## config.mk

```make
export PLATFORM = sky130hd
export DESIGN_NAME = ccx_emem_bridge
export DESIGN_NICKNAME = d
export VERILOG_FILES = /design/src/rtl/ccx_emem_pkg.sv /design/src/rtl/ccx_emem_timeout.sv /design/src/rtl/ccx_emem_bridge.sv
export SDC_FILE = /design/constraint.sdc
export NUM_CORES = 1
export LEC_CHECK = 0
export ABC_AREA = 1
export BUFFER_PORTS_ARGS = -buffer_cell sky130_fd_sc_hd__buf_2
export CELL_PAD_IN_SITES_DETAIL_PLACEMENT = 2
export CELL_PAD_IN_SITES_GLOBAL_PLACEMENT = 2
export CORE_AREA = 2 2 180 165
export CTS_BUF_LIST = sky130_fd_sc_hd__clkbuf_4 sky130_fd_sc_hd__clkbuf_8
export CTS_CLUSTER_SIZE = 16
export DETAILED_ROUTE_END_ITERATION = 7
export DIE_AREA = 0 0 182 167
export PLACE_DENSITY_LB_ADDON = 0.1
export SYNTH_ARGS = -nofsm -noshare
export SYNTH_HDL_FRONTEND = slang
export SYNTH_SLANG_ARGS = --single-unit
```

## constraint.sdc

```tcl
create_clock -name g_clk -period 8.17 [get_ports g_clk]
set_input_delay 1.634 -clock g_clk [delete_from_list [all_inputs] [get_ports g_clk]]
set_output_delay 1.634 -clock g_clk [all_outputs]
set_load 0.05 [all_outputs]
```

## src/rtl/ccx_emem_pkg.sv

```systemverilog
// Shared types for the core-complex external memory bridge: FSM encoding and the captured request.
// Optional response timeout is enabled by defining CCX_EMEM_TIMEOUT_EN.
package ccx_emem_pkg;

    localparam int AW_DEFAULT = 39;
    localparam int DW_DEFAULT = 64;

    typedef enum logic [1:0] {
        ST_IDLE = 2'd0,
        ST_REQ  = 2'd1,
        ST_RSP  = 2'd2,
        ST_DONE = 2'd3
    } state_e;

    typedef struct packed {
        logic                      rtype;
        logic [AW_DEFAULT-1:0]     addr;
        logic                      wen;
        logic [DW_DEFAULT/8-1:0]   strb;
        logic [DW_DEFAULT-1:0]     wdata;
    } req_t;

endpackage

```

## src/rtl/ccx_emem_timeout.sv

```systemverilog
// Response timeout counter for the emem bridge; present only when CCX_EMEM_TIMEOUT_EN is defined.
// Expires on the cycle the count reaches TIMEOUT_CYCLES-1 while enabled.
module ccx_emem_timeout #(
    parameter int TIMEOUT_CYCLES = 1024
) (
    input  logic g_clk,
    input  logic g_reset,
    input  logic i_clr,
    input  logic i_en,
    output logic o_expired
);

    localparam int CW = (TIMEOUT_CYCLES > 2) ? $clog2(TIMEOUT_CYCLES) : 1;

    logic [CW-1:0] r_count;

    always_ff @(posedge g_clk or posedge g_reset) begin
        if (g_reset) begin
            r_count <= '0;
        end else if (i_clr) begin
            r_count <= '0;
        end else if (i_en) begin
            r_count <= r_count + 1'b1;
        end
    end

    assign o_expired = i_en && (r_count == CW'(TIMEOUT_CYCLES - 1));

endmodule

```

## src/rtl/ccx_emem_bridge.sv

```systemverilog
// Bridges the single-phase emem req/gnt port onto split valid/ready request and response channels.
// One transaction in flight; define CCX_EMEM_TIMEOUT_EN to add a response timeout.
//
// state | meaning
// IDLE  | waiting for emem_req, captures the request
// REQ   | bus_req_valid high until bus_req_ready
// RSP   | bus_rsp_ready high until bus_rsp_valid
// DONE  | one-cycle emem_gnt with captured response
module ccx_emem_bridge
    import ccx_emem_pkg::*;
#(
    parameter int AW             = AW_DEFAULT,
    parameter int DW             = DW_DEFAULT,
    parameter int TIMEOUT_CYCLES = 1024
) (
    input  logic            g_clk,
    input  logic            g_reset,
    input  logic            emem_req,
    input  logic            emem_rtype,
    input  logic [AW-1:0]   emem_addr,
    input  logic            emem_wen,
    input  logic [DW/8-1:0] emem_strb,
    input  logic [DW-1:0]   emem_wdata,
    output logic            emem_gnt,
    output logic            emem_err,
    output logic [DW-1:0]   emem_rdata,
    output logic            bus_req_valid,
    input  logic            bus_req_ready,
    output logic            bus_req_rtype,
    output logic [AW-1:0]   bus_req_addr,
    output logic            bus_req_wen,
    output logic [DW/8-1:0] bus_req_strb,
    output logic [DW-1:0]   bus_req_wdata,
    input  logic            bus_rsp_valid,
    output logic            bus_rsp_ready,
    input  logic            bus_rsp_err,
    input  logic [DW-1:0]   bus_rsp_rdata,
    output logic            busy
);

    state_e        r_state;
    req_t          r_req;
    logic [DW-1:0] r_rdata;
    logic          r_err;
    logic          w_expired;

`ifdef CCX_EMEM_TIMEOUT_EN
    ccx_emem_timeout #(
        .TIMEOUT_CYCLES (TIMEOUT_CYCLES)
    ) u_timeout (
        .g_clk     (g_clk),
        .g_reset   (g_reset),
        .i_clr     (r_state == ST_IDLE),
        .i_en      ((r_state == ST_REQ) || (r_state == ST_RSP)),
        .o_expired (w_expired)
    );
`else
    assign w_expired = 1'b0;
`endif

    always_ff @(posedge g_clk or posedge g_reset) begin
        if (g_reset) begin
            r_state <= ST_IDLE;
            r_req   <= '0;
            r_rdata <= '0;
            r_err   <= 1'b0;
        end else begin
            case (r_state)
                ST_IDLE: begin
                    if (emem_req) begin
                        r_req.rtype <= emem_rtype;
                        r_req.addr  <= emem_addr;
                        r_req.wen   <= emem_wen;
                        r_req.strb  <= emem_wen ? emem_strb : '0;
                        r_req.wdata <= emem_wdata;
                        r_state     <= ST_REQ;
                    end
                end
                ST_REQ: begin
                    // A timeout here abandons the request; the counter would not expire again later.
                    if (w_expired) begin
                        r_rdata <= '0;
                        r_err   <= 1'b1;
                        r_state <= ST_DONE;
                    end else if (bus_req_ready) begin
                        r_state <= ST_RSP;
                    end
                end
                ST_RSP: begin
                    if (bus_rsp_valid) begin
                        r_rdata <= bus_rsp_rdata;
                        r_err   <= bus_rsp_err;
                        r_state <= ST_DONE;
                    end else if (w_expired) begin
                        r_rdata <= '0;
                        r_err   <= 1'b1;
                        r_state <= ST_DONE;
                    end
                end
                default: begin
                    r_state <= ST_IDLE;
                end
            endcase
        end
    end

    assign bus_req_valid = (r_state == ST_REQ);
    assign bus_rsp_ready = (r_state == ST_RSP);
    assign emem_gnt      = (r_state == ST_DONE);
    assign emem_err      = (r_state == ST_DONE) && r_err;
    assign emem_rdata    = r_rdata;
    assign busy          = (r_state != ST_IDLE);

    assign bus_req_rtype = r_req.rtype;
    assign bus_req_addr  = r_req.addr;
    assign bus_req_wen   = r_req.wen;
    assign bus_req_strb  = r_req.strb;
    assign bus_req_wdata = r_req.wdata;

endmodule

```

# Yosys cells after proc, flatten, opt, wreduce, memory -nomap -nowiden
# Index checks and enable logic that the tools add are counted.
word_totals:
  reg_bits: 180
  in_bits: 183
  word_cells: 25
op_classes:
  n_eq_ne: 6
  muxes: 5
  n_reduce_logical: 6
op_table:
  columns: ["operator", "n"]
  rows:
  - ["two-way mux 8 bit", 1]
  - ["two-way mux 2 bit", 3]
  - ["case mux 2 bit (3 select lines)", 1]
  - ["== test 2 bit (second input constant)", 2]
  - ["!= test 2 bit (second input constant)", 2]
  - ["AND reduction 2 bit", 2]
  - ["AND reduction 3 bit", 1]
  - ["== test 2 x 1 -> 1 bit (second input constant)", 1]
  - ["zero test 2 bit", 1]
  - ["!= test 2 x 1 -> 1 bit (second input constant)", 1]
  - ["nonzero test 2 bit", 1]
  - ["logical AND 1 bit", 1]

# Logic depth before layout (Yosys ltp)
# Gate-level depths: netlist of the first run.
depth:
  ltp_word: 3
  depth_mapped: 8

# Worst setup path before layout of the first run
# No wires, ideal clock.
synth_path:
  path_kind: "flip-flop to output port"
  startpoint: "reg r_state[0]"
  endpoint: "out emem_err"
  arrival_ns: 1.292
  setup_slack_ns: 5.244
  path_stages_with_launch: 4
  path_buffers: 0
  path_cell_list: "dfrtp_1 -> ha_1 -> nand2_1 -> inv_1"
synth_via:
  elab_chain_cells: 2
synth_lines:
  columns: ["item", "line", "rtl"]
  rows:
  - ["from (decl)", "ccx_emem_bridge.sv:41", "state_e r_state;"]
  - ["from (signal assigned)", "ccx_emem_bridge.sv:63", "r_state <= ST_IDLE;"]
  - ["from (signal assigned)", "ccx_emem_bridge.sv:76", "r_state <= ST_REQ;"]
  - ["from (signal assigned)", "ccx_emem_bridge.sv:84", "r_state <= ST_DONE;"]
  - ["== test 2 bit", null, null]
  - ["named net emem_gnt", "ccx_emem_bridge.sv:24", "output logic emem_gnt,"]
  - ["logical AND 1 bit", "ccx_emem_bridge.sv:110", "assign emem_err = (r_state == ST_DONE) && r_err;"]
  - ["to (decl)", "ccx_emem_bridge.sv:25", "output logic emem_err,"]
# The timed path passes the listed nets, and every way through them passes these cells.

# Worst setup path in the final report of the first run
layout_path:
  startpoint: "in emem_req"
  endpoint: "reg r_req (netlist bit bus_req_wdata[45])"
layout_via:
  elab_chain_cells: 1
layout_lines:
  columns: ["item", "line", "rtl"]
  rows:
  - ["from (decl)", "ccx_emem_bridge.sv:18", "input logic emem_req,"]
  - ["AND reduction 2 bit (no line)", null, null]
  - ["to (decl)", "ccx_emem_bridge.sv:42", "req_t r_req;"]
# No other way between the ends.
# A chain may end at the register's enable or synchronous reset.

==> flow_summary.toml, run 1 <==
[clock_tree]
clock-root-buffer = "clkbuf_8"
cts_hold_buf = 0
cts_buffer_depth = 2
path_clk_slew_ns = 0.10
post-cts-setup-buffers = 0
cts_tree = "done"
cts_buffers = 17
cts.repair.resized = 0
htree_levels = 4
clkSinkCount = 180
insertion_delay_ns = 0.47

[logic_synthesis]
synth_seq_cells = 180
netlist_area_um2 = 7050
synth_cells = 792
ys_warn_count = 0
syn_nets = 980
syn_avg_cell_area_um2 = 8.90
yosysUniqueCellTypes = 12
yosysSeqAreaShare_pct = 63.9

[route]
drt-wirelength-per-cell_um = 17.5
vias = 6503
drt-initial-drc-count = 306
ant_nets = 0
detail_route.vias_per_cell = 4.29
drc_errors = 0
drt_wl_total_um = 26500
firstDrtPassIters = 4

[placement]
hpwl_um = 18600
pre_cts_slack_ns = 4.12
placed_cell_area_um2 = 9110
place.gp.congestion = 0.738
io_buffers = 364

[sta]
timing.final.hold_violations = 0
fin_setup_tns_ns = 0
period_share_pct = 42.2
max_freq_ghz = 0.290
setup_ws_ns = 4.72
clock_skew_ns = 0.0199
min_period_ns = 3.45
slew_viol_final = 0
setup_viol_count_final = 0
rsz0062_at_grt = "no"
tightest_slew_ns = 1.01
slew_headroom_pct = 32.4

[cells_and_area]
multi_input_area_um2 = 2240
finish.utilization_pct = 33.3
seq_area_um2 = 4500
num-nets-final = 1324
design_area_um2 = 9490
drive_above_1_share_pct = 35.5
syn_to_final_growth_pct = 34.7
nFillCells = 3366

[setup_path]
slowest_delay_ns = 0.80
critPathArrivalTime_ns = 3.86
path_buf_inv = 3
crit_type = "input port to flop"
start_kind = "input port"
path_cells = "buf_2 -> nand2_4 -> inv_2 -> buf_4 -> nand2_1 -> nand2_1"
critPathRequiredTime_ns = 8.58
worstPathMaxFanout = 59
end_kind = "flop"
critPathMostFrequentCell = "nand2_1"
critPathTopFamily = "buffers and inverters"
slowest_stage = "inv_2"

[global_route]
grt_max_degree = 73
overflow = 0
grt_pass1_wl_um = 41300
grt_util_all_layers_pct = 17.6
first_global_vias = 7102
antenna_found_initial = 7

[flow_run]
drv_cap = 0

[floorplanning]
die_height_um = 167
core_um2 = 28500
rows = 59
top_level_ports = 365
die_area_um2 = 30400
die_w_um = 182
start_util_pct = 24.7

[status]
status = "finished clean"

[worst_hold_path]
hold_path_class = "flop to flop"

[power]
p_leak_nw = 5.63
vdd_ir_drop_max_uv = 168
finalPower_mw = 4.92
power_density_nw_per_um2 = 518
==> routing by layer <==
metal / global-route usage [%] / wire (µm) / vias up
li1: - / - / 3105
met1: 21.1 / 10900 / 3163
met2: 29.8 / 13200 / 193
met3: 5.90 / 1870 / 32
met4: 5.19 / 427 / 10
met5: 0 / 61 / -
==> through the flow <==
stage,hold WS [ns],std cells
after CTS,0.480,1515
final,0.475,1516
after detailed placement,0.455,1483
after global placement,0.449,1483
after floorplan,0.442,792
after global routing,0.504,1516
==> worst min-delay path: stages (launching register included) <==
cell	delay, ns
dfrtp_1	0.35
nand2_1	0.05
nand2_1	0.05
==> flip-flops by register name, indices dropped and copies added (netlist names) <==
register,flops
bus_req_strb,8
r_state,2
bus_req_wen,1
r_err,1
bus_req_rtype,1
bus_req_wdata,64
bus_req_addr,39
emem_rdata,64
==> worst paths after layout <==
path / depth (start not counted) / startpoint / slack (ns) / to
setup / recovery: 6 / emem_req / 4.72 / bus_req_wdata[45]
setup reg to reg: 7 / r_state[0] / 5.10 / bus_req_wdata[45]
hold reg to reg: 2 / emem_rdata[23] / 0.47 / emem_rdata[23]
min in group asynchronous: 2 / g_reset / 1.26 / bus_req_wdata[37]
max in group asynchronous: 3 / g_reset / 5.44 / emem_rdata[27]
hold / removal: 2 / emem_rdata[23] / 0.47 / emem_rdata[23]
==> cell usage in the layout (no fill, tap or decap) <==
cell        netlist  routed
buf_4             9       7
inv_6             0       3
clkinvlp_4        0       3
ha_2              0       1
nand2_1         474     472
nor2_1            3       3
diode_2           0       1
nand2_4           0       1
clkinv_2          0       1
buf_2            23     364
inv_1             9       8
clkinv_4          0       3
inv_2             1       1
nand2_2           0       1
dfrtp_1         180     180
o21ai_0           8       8
nand3_1          66      66
ha_1              5       4
clkbuf_8          0      21
clkbuf_4          0       2
==> logic make-up (layout without fill, tap and decap cells) <==
group | after synthesis | count (layout) | share of synthesized area, %
AOI/OAI and AO/OA | 8 | 8 | 0.568
adders and majority gates | 5 | 5 | 0.888
buffers and inverters | 56 | 413 | 4.51
DFF | 180 | 180 | 63.9
other | 0 | 1 | 0
and+or+nand+nor | 543 | 543 | 30.1
==> power by group <==
group	switching, mW	total [mW]	internal, mW
Combinational	2.25	2.80	0.548
Clock	0.350	0.603	0.253
Sequential	0.215	1.52	1.31
==> cell usage after synthesis <==
cell type	number	area (µm²)
dfrtp_1	180	4500
inv_2	1	3.75
o21ai_0	8	40.0
buf_4	9	67.6
nand2_1	474	1780
clkbuf_1	8	30.0
buf_6	6	67.6
buf_2	23	115
nor2_1	3	11.3
nand3_1	66	330
inv_1	9	33.8
ha_1	5	62.6
==> cell type report <==
type                       instances  area share (%)
antenna                            1          0.0264
clock buffer                      23            3.20
clock inverter                     9           0.751
inverter                          10           0.448
multi-input combinational        556            23.6
sequential                       180            47.4
tap                              366            4.82
timing repair buffer             371            19.7
(Power assumes the default switching activity.)
==> run 2, diff against run 1 <==
--- a/config.mk
+++ b/config.mk
@@ -9,11 +9,11 @@
 export BUFFER_PORTS_ARGS = -buffer_cell sky130_fd_sc_hd__buf_2
 export CELL_PAD_IN_SITES_DETAIL_PLACEMENT = 2
 export CELL_PAD_IN_SITES_GLOBAL_PLACEMENT = 2
-export CORE_AREA = 2 2 180 165
+export CORE_AREA = 2 2 188 172
 export CTS_BUF_LIST = sky130_fd_sc_hd__clkbuf_4 sky130_fd_sc_hd__clkbuf_8
 export CTS_CLUSTER_SIZE = 16
 export DETAILED_ROUTE_END_ITERATION = 7
-export DIE_AREA = 0 0 182 167
+export DIE_AREA = 0 0 190 174
 export PLACE_DENSITY_LB_ADDON = 0.1
 export SYNTH_ARGS = -nofsm -noshare
 export SYNTH_HDL_FRONTEND = slang
==> constraint.sdc (replaced) <==
create_clock -name g_clk -period 3.16 [get_ports g_clk]
set_input_delay 0.632 -clock g_clk [delete_from_list [all_inputs] [get_ports g_clk]]
set_output_delay 0.632 -clock g_clk [all_outputs]
set_load 0.05 [all_outputs]
==> run 2 against run 1 <==
  * Register-to-register slack lost 3.9 ns
  * Largest power group unchanged
  * Cell area rose by 2.3%
  * Combinational power rose to 2.6 times the previous value
  * Via count rose by 0.58%
  * Clock power grew to 3.0 times the previous value
  * Critical path type is now flop to primary output
  * Sequential share of layout area down 1.1 points
  * Highest routed layer unchanged
==> flow_summary.toml, run 2 (synthesized netlist as in run 1, its figures left out) <==
[cells_and_area]
drive_above_1_share_pct = 35.7
syn_to_final_growth_pct = 37.9
final_cell_mix = "472 x nand2_1, 364 x buf_2, 180 x dfrtp_1"
layout.cells.most_common = "nand2_1"
finish.utilization_pct = 31.1
num-nets-final = 1327

[sta]
rsz0062_at_grt = "no"
period_share_pct = 72.2
tightest_slew_ns = 0.755
clock_skew_ns = 0.0200
min_period_ns = 2.28
fin_setup_tns_ns = 0
setup_viol_count_final = 0
timing.final.hold_violations = 0
slew_headroom_pct = 49.7
max_freq_ghz = 0.438
slew_viol_final = 0

[power]
power_density_nw_per_um2 = 1340
vdd_ir_drop_max_uv = 373
p_leak_nw = 5.71
p_seq_share_pct = 30.1
p_sw_mw = 7.30
clkPwrFrac_pct = 14.0
p_comb_share_pct = 55.9
internal_power_mw = 5.72
swShare_pct = 56.1

[flow_run]
drv_cap = 0

[floorplanning]
start_util_pct = 22.5
die_height_um = 174
core_um2 = 31300
top_level_ports = 365
rows = 62
die_area_um2 = 33100
die_w_um = 190

[route]
firstDrtPassIters = 4
drt-initial-drc-count = 194
drc_errors = 0
vias = 6541
detail_route.vias_per_cell = 4.16
drt-wirelength-per-cell_um = 16.9
ant_nets = 0
drt_wl_total_um = 26600

[status]
status = "finished clean"

[clock_tree]
cts_tree = "done"
cts_hold_buf = 0
path_clk_slew_ns = 0.10
cts_buffer_depth = 2
clkSinkCount = 180
cts.repair.resized = 0
post-cts-setup-buffers = 0
htree_levels = 4
clock-root-buffer = "clkbuf_8"
cts_buffers = 17
insertion_delay_ns = 0.47

[setup_path]
path_cells = "inv_1 -> ha_2 -> buf_2"
critPathRequiredTime_ns = 2.53
start_kind = "flop"
crit_type = "flop to primary output"
startpoint = "r_state[0]"
end_kind = "primary output"
slowest_stage = "dfrtp_1"
critPathTopFamily = "flip-flops"
path_buf_inv = 2
r2r_start = "r_state[0]"
slowest_delay_ns = 0.44
critPathArrivalTime_ns = 1.65
worstPathMaxFanout = 10

[global_route]
grt_pass1_wl_um = 41800
grt_util_all_layers_pct = 16.4
overflow = 0
first_global_vias = 7016
grt_max_degree = 122
antenna_found_initial = 6

[placement]
io_buffers = 364
place.gp.congestion = 0.728
hpwl_um = 18800

[worst_hold_path]
hold_path_class = "input port to async pin"
[run 2: area by class of cell]
type / count / area (µm²)
Clock inverter: 14 / 199
Fill cell: 3652 / 21500
Timing Repair Buffer: 374 / 1960
Clock buffer: 18 / 241
Tap cell: 416 / 520
Sequential cell: 180 / 4500
Multi-Input combinational cell: 556 / 2240
Antenna cell: 5 / 12.5
Inverter: 10 / 42.5
[run 2: final timing paths]
kind                                           to  slack (ns)  cells after the start
worst max-delay path                bus_rsp_ready        0.88                      3
worst min-delay path            bus_req_wdata[13]        0.28                      3
worst max register to register         r_state[1]        1.16                      8
worst min register to register     emem_rdata[43]        0.48                      2
max in group asynchronous          emem_rdata[56]        2.36                      3
min in group g_clk              bus_req_wdata[31]        0.35                      3
[run 2: power groups by stage]
stage	combinational, mW	clock, mW	sequential, mW
6_report	7.28	1.82	3.93
5_1_grt	7.81	2.01	4.09
4_1_cts	7.43	1.93	3.95
3_5_place_dp	7.43	0	3.97
3_3_place_gp	7.34	0	3.94
2_1_floorplan	1.72	0	7.65
[run 2: metal layers]
metal | up-vias | global-route usage, % | part of all wire [%]
met1 | 3208 | 20.5 | 42
li1 | 3124 | - | -
met3 | 21 | 4.83 | 6.7
met5 | - | 0 | 0.041
met2 | 186 | 27.4 | 50
met4 | 2 | 4.46 | 1.1
[run 2: worst register-to-register path, stage by stage (launching register included)]
cell and delay [ns]:
dfrtp_1 0.44, inv_1 0.12, ha_2 0.32, buf_4 0.59, nand2_1 0.18, inv_1 0.09
nor2_1 0.05, nand2_1 0.06, nand2_1 0.05
[run 2: stage by stage]
step / setup slack, ns / area (µm²) / hold slack [ns] / power (mW) / std cells
final: 0.878 / 9720 / 0.283 / 13.0 / 1573
after global routing: 0.742 / 9710 / 0.288 / 13.9 / 1571
after CTS: 0.811 / 9700 / 0.275 / 13.3 / 1568
after detailed placement: 1.14 / 9260 / 0.457 / 11.4 / 1536
after global placement: 1.21 / 9260 / 0.451 / 11.3 / 1536
after floorplan: 0.219 / 7050 / 0.442 / 9.37 / 792
